===== src/rtl/debounce_switch_io.sv =====
// debounce_switch_io: synchronises a raw bouncing switch/key to clk and qualifies it into a clean level plus rise/fall strobes
//   clk          : system clock, all state updates on posedge
//   rst_n        : synchronous reset, active-low
//   switch_raw   : raw asynchronous switch/key pin
//   switch_clean : debounced level, 1 = pressed/on (registered)
//   rise / fall  : one-cycle strobes on switch_clean 0->1 / 1->0 (registered)
module debounce_switch_io #(
   parameter int STABLE_CYCLES = 1000000,
   parameter int CNT_W         = 20,
   parameter bit ACTIVE_LOW    = 1'b1
) (
   input  logic clk,
   input  logic rst_n,
   input  logic switch_raw,
   output logic switch_clean,
   output logic rise,
   output logic fall
);
   typedef enum logic [1:0] {IDLE_LOW, WAIT_HIGH, IDLE_HIGH, WAIT_LOW} state_t;
   localparam logic IDLE_LVL = ACTIVE_LOW;
   localparam logic [CNT_W-1:0] C_STABLE = CNT_W'(STABLE_CYCLES);
   logic r_sync1, r_sync2;
   state_t r_state;
   logic [CNT_W-1:0] r_cnt;
   logic w_s;
   // normalised sample: 1 = pressed regardless of pin polarity
   assign w_s = r_sync2 ^ IDLE_LVL;
   always_ff @(posedge clk) begin
      if (!rst_n) begin
         r_sync1      <= IDLE_LVL;
         r_sync2      <= IDLE_LVL;
         r_state      <= IDLE_LOW;
         r_cnt        <= '0;
         switch_clean <= 1'b0;
         rise         <= 1'b0;
         fall         <= 1'b0;
      end else begin
         r_sync1 <= switch_raw;
         r_sync2 <= r_sync1;
         rise    <= 1'b0;
         fall    <= 1'b0;
         case (r_state)
            IDLE_LOW: begin
               r_state <= w_s ? WAIT_HIGH : IDLE_LOW;
               r_cnt   <= w_s ? CNT_W'(1) : '0;
            end
            WAIT_HIGH: begin
               // any reversion aborts qualification without touching outputs
               if (!w_s) begin
                  r_state <= IDLE_LOW;
                  r_cnt   <= '0;
               end else if (r_cnt == C_STABLE) begin
                  r_state      <= IDLE_HIGH;
                  switch_clean <= 1'b1;
                  rise         <= 1'b1;
                  r_cnt        <= '0;
               end else begin
                  r_cnt <= r_cnt + 1'b1;
               end
            end
            IDLE_HIGH: begin
               r_state <= !w_s ? WAIT_LOW : IDLE_HIGH;
               r_cnt   <= !w_s ? CNT_W'(1) : '0;
            end
            WAIT_LOW: begin
               if (w_s) begin
                  r_state <= IDLE_HIGH;
                  r_cnt   <= '0;
               end else if (r_cnt == C_STABLE) begin
                  r_state      <= IDLE_LOW;
                  switch_clean <= 1'b0;
                  fall         <= 1'b1;
                  r_cnt        <= '0;
               end else begin
                  r_cnt <= r_cnt + 1'b1;
               end
            end
         endcase
      end
   end
endmodule

===== config.mk =====
export PLATFORM = sky130hd
export DESIGN_NAME = debounce_switch_io
export DESIGN_NICKNAME = d
export VERILOG_FILES = /design/src/rtl/debounce_switch_io.sv
export SDC_FILE = /design/constraint.sdc
export NUM_CORES = 1
export LEC_CHECK = 0
export ABC_AREA = 0
export CORE_MARGIN = 2
export CORE_UTILIZATION = 61
export DETAILED_ROUTE_END_ITERATION = 8
export GPL_TIMING_DRIVEN = 0
export PLACE_DENSITY = 0.81
export SKIP_CTS_REPAIR_TIMING = 1
export SYNTH_ARGS = -nofsm -noshare
export SYNTH_HDL_FRONTEND = slang
export SYNTH_SLANG_ARGS = --single-unit

===== constraint.sdc =====
create_clock -name clk -period 3.7 [get_ports clk]
set_input_delay 0.74 -clock clk [delete_from_list [all_inputs] [get_ports clk]]
set_output_delay 0.74 -clock clk [all_outputs]
set_load 0.005 [all_outputs]

==> out/qor.yml <==
p_per_area_nw_per_um2: 326.7
slowest_delay_ns: 0.48
pin_count: 6
wl_per_cell_um: 12.05
muxShareOfSynthArea_pct: 0
reg2reg_from: "r_cnt[0]$_SDFF_PN0_"
cp_data_required_time_ns: 3.97
die_height_um: 48.38
yosys.area_share.adder_pct: 2.083
cts_sinks: 27
synth_cells: 136
leakage_uw: 0.0004118
seqCellArea_um2: 540.5
grt_pass1_wl_mm: 3.636
drc_errors: 0
synth_edf_count: 0
drv_slew: 0
syn_to_final_growth_pct: 8.646
antenna_cells: 0
hpwl_mm: 1.475
dp_cells: 167
crit_chain: "ha_1, and4_2, clkbuf_1, nand2_1, or4_1, a21oi_1"
startpoint: "r_cnt[0]$_SDFF_PN0_"
finClkSkew_ns: 0.001499
initialDrtViolationCount: 15
h-tree-depth: 1
fmaxAchievable_mhz: 505.8
ant_nets: 0
initial_core_util_pct: 63.16
cp_max_fo: 7
grt_max_degree: 17
final_area_um2: 1305
critPathKind: "register to register"
layout-drive-gt1-share_pct: 6.944
seq_area_frac_synth_pct: 45.00
hold_viol_final: 0
synth_fp_nets: 141
min-delay-start: "r_sync1$_SDFF_PN1_"
grt_overflow: 0
async_reset_ff_share_pct: 0
multi_input_area_um2: 611.8
hp-class: "register to register"
placed_cell_area_um2: 1275
start_kind: "register"
dr.pass1.iters: 4
clockBufferDepth: 2
period_share_pct: 53.44
vias: 952
ys_ff_latch: 27
synth-compound-area-share_pct: 7.917
endpoint_kind: "register"
cp.arrival_ns: 2.25
cts_tree: "done"
syn_avg_cell_area_um2: 8.832
ctsRootBufferMaster: "clkbuf_4"
tightest_slew_ns: 0.6087
coreArea_um2: 1902
synthSimpleGateAreaFrac_pct: 30.73
portBuffers: 4
setup_tns_ns: 0
peakVddDrop_mv: 0.2631
antenna_found_initial: 0
grt_usage_pct: 19.58
fin_nets: 150
finalWorstPathRequiredPeriod_ns: 1.977
routed_via_density: 5.567
synth_cell_types: 31
rsz0062_at_grt: "false"
outcome: "completed"
synth_top_cell_area_share_pct: 45.00
insertion_delay_ns: 0.32
clk_pin_slew_ns: 0.14
synth_area_leaders: "dfxtp_1 45%, xor2_1 5.8%, nor2_1 5.6%"
numCtsBuffers: 3
slowest_stage: "or4_1"
maxCapViolations: 0
final_cells: 171
place_congestion: 0.7706
num_rows: 16
timing.hold.ws_ns: 0.4313
drt_wl_total_mm: 2.060
die_area_um2: 2340
fillCellCount: 162
grt_pass1_vias: 856
die_w_um: 48.38
setup_viol: 0
synth-warning-count: 0
yosys.area.top_type: "dfxtp_1"
relSlewSlack_pct: 59.05
synth-xor-area-share_pct: 10.21
synth_top_family_by_area: "simple AND/OR/NAND/NOR gates"
synth_flop_cell: "dfxtp_1"
syn_area_um2: 1201
[area by class of cell]
cell class	count	area share, %
clock buffers	3	1.726
multi-input cells	97	46.88
flip-flops and latches	27	41.42
plain buffers	6	2.013
repair buffers	4	3.068
well taps	27	2.589
clock inverters	1	0.5753
inverters	6	1.726
[report_power, final]
| group | leakage (µW) | total, µW | switching (µW) | internal, µW |
|---|---|---|---|---|
| combinational | 0.000180 | 5.78 | 2.99 | 2.79 |
| sequential | 0.000218 | 294 | 1.21 | 292 |
| clock | 0.0000139 | 127 | 85.6 | 41.3 |
| total | 0.000412 | 426 | 89.8 | 337 |
[registers in the layout (all words and copies together) (netlist names), named ones only]
register,count
switch_clean,1
r_sync2,1
fall,1
r_cnt,20
r_sync1,1
rise,1
r_state,1
[cell usage after synthesis, drive strengths merged, types with 2 or more instances]
master / n
buf: 3
xor2: 8
inv: 6
dfxtp: 27
o31ai: 2
nand3: 9
and4: 6
o21ai: 3
xnor2: 6
or3: 4
o211ai: 2
clkbuf: 3
nand2b: 2
nor4b: 2
nor4: 2
nand2: 9
and3: 3
or4: 2
nor2: 18
nand4: 5
a21oi: 5
ha: 2
[kinds of logic after synthesis]
group / after synthesis
and+or+nand+nor: 66
DFF: 27
AOI/OAI and AO/OA: 15
xor gates and xnor gates: 14
buffers and inverters: 12
adders and majority gates: 2
[cell usage in the layout (no fill, tap or decap), types with 4 or more instances in the layout]
master           count
clkdlybuf4s50_1      4
nand3_1              8
xnor2_1              6
dfxtp_1             27
and4_1               5
nand2_1              9
a21oi_1              5
nor2_1              18
or3_1                4
nand4_1              5
inv_1                6
xor2_1               8
[path summary, 6_finish.rpt]
kind                            depth (start not counted)  slack (ns)                   end
worst min register to register                          1        0.43    r_sync2$_SDFF_PN1_
worst max register to register                          6        1.72  r_cnt[18]$_SDFF_PN0_
worst max-delay path                                    6        1.72  r_cnt[18]$_SDFF_PN0_
worst min-delay path                                    1        0.43    r_sync2$_SDFF_PN1_
[stage by stage]
step	utilization, %	power [µW]	setup slack, ns
after global routing	68.62	445.9	1.592
after detailed placement	67.04	305.7	1.777
after floorplan	-	303.6	1.993
final	68.62	426.4	1.723
after global placement	67.04	305.5	1.825
after CTS	68.62	433.2	1.716
[metal layers]
metal	track usage (%)	vias up	wire length, µm
met5	0	-	0
met3	3.704	4	73
met2	30.09	14	926
met1	26.45	440	1031
li1	-	494	-
met4	10.00	0	27
[worst max-delay path, delay by kind of cell (launching register included)]
family / cells / cell delay, ns
simple gates: 3 / 0.83
flops: 1 / 0.43
buf+inv: 1 / 0.28
fa+ha+maj: 1 / 0.24
compound gates: 1 / 0.14
Note: power is estimated with default switching activity, not from simulation.
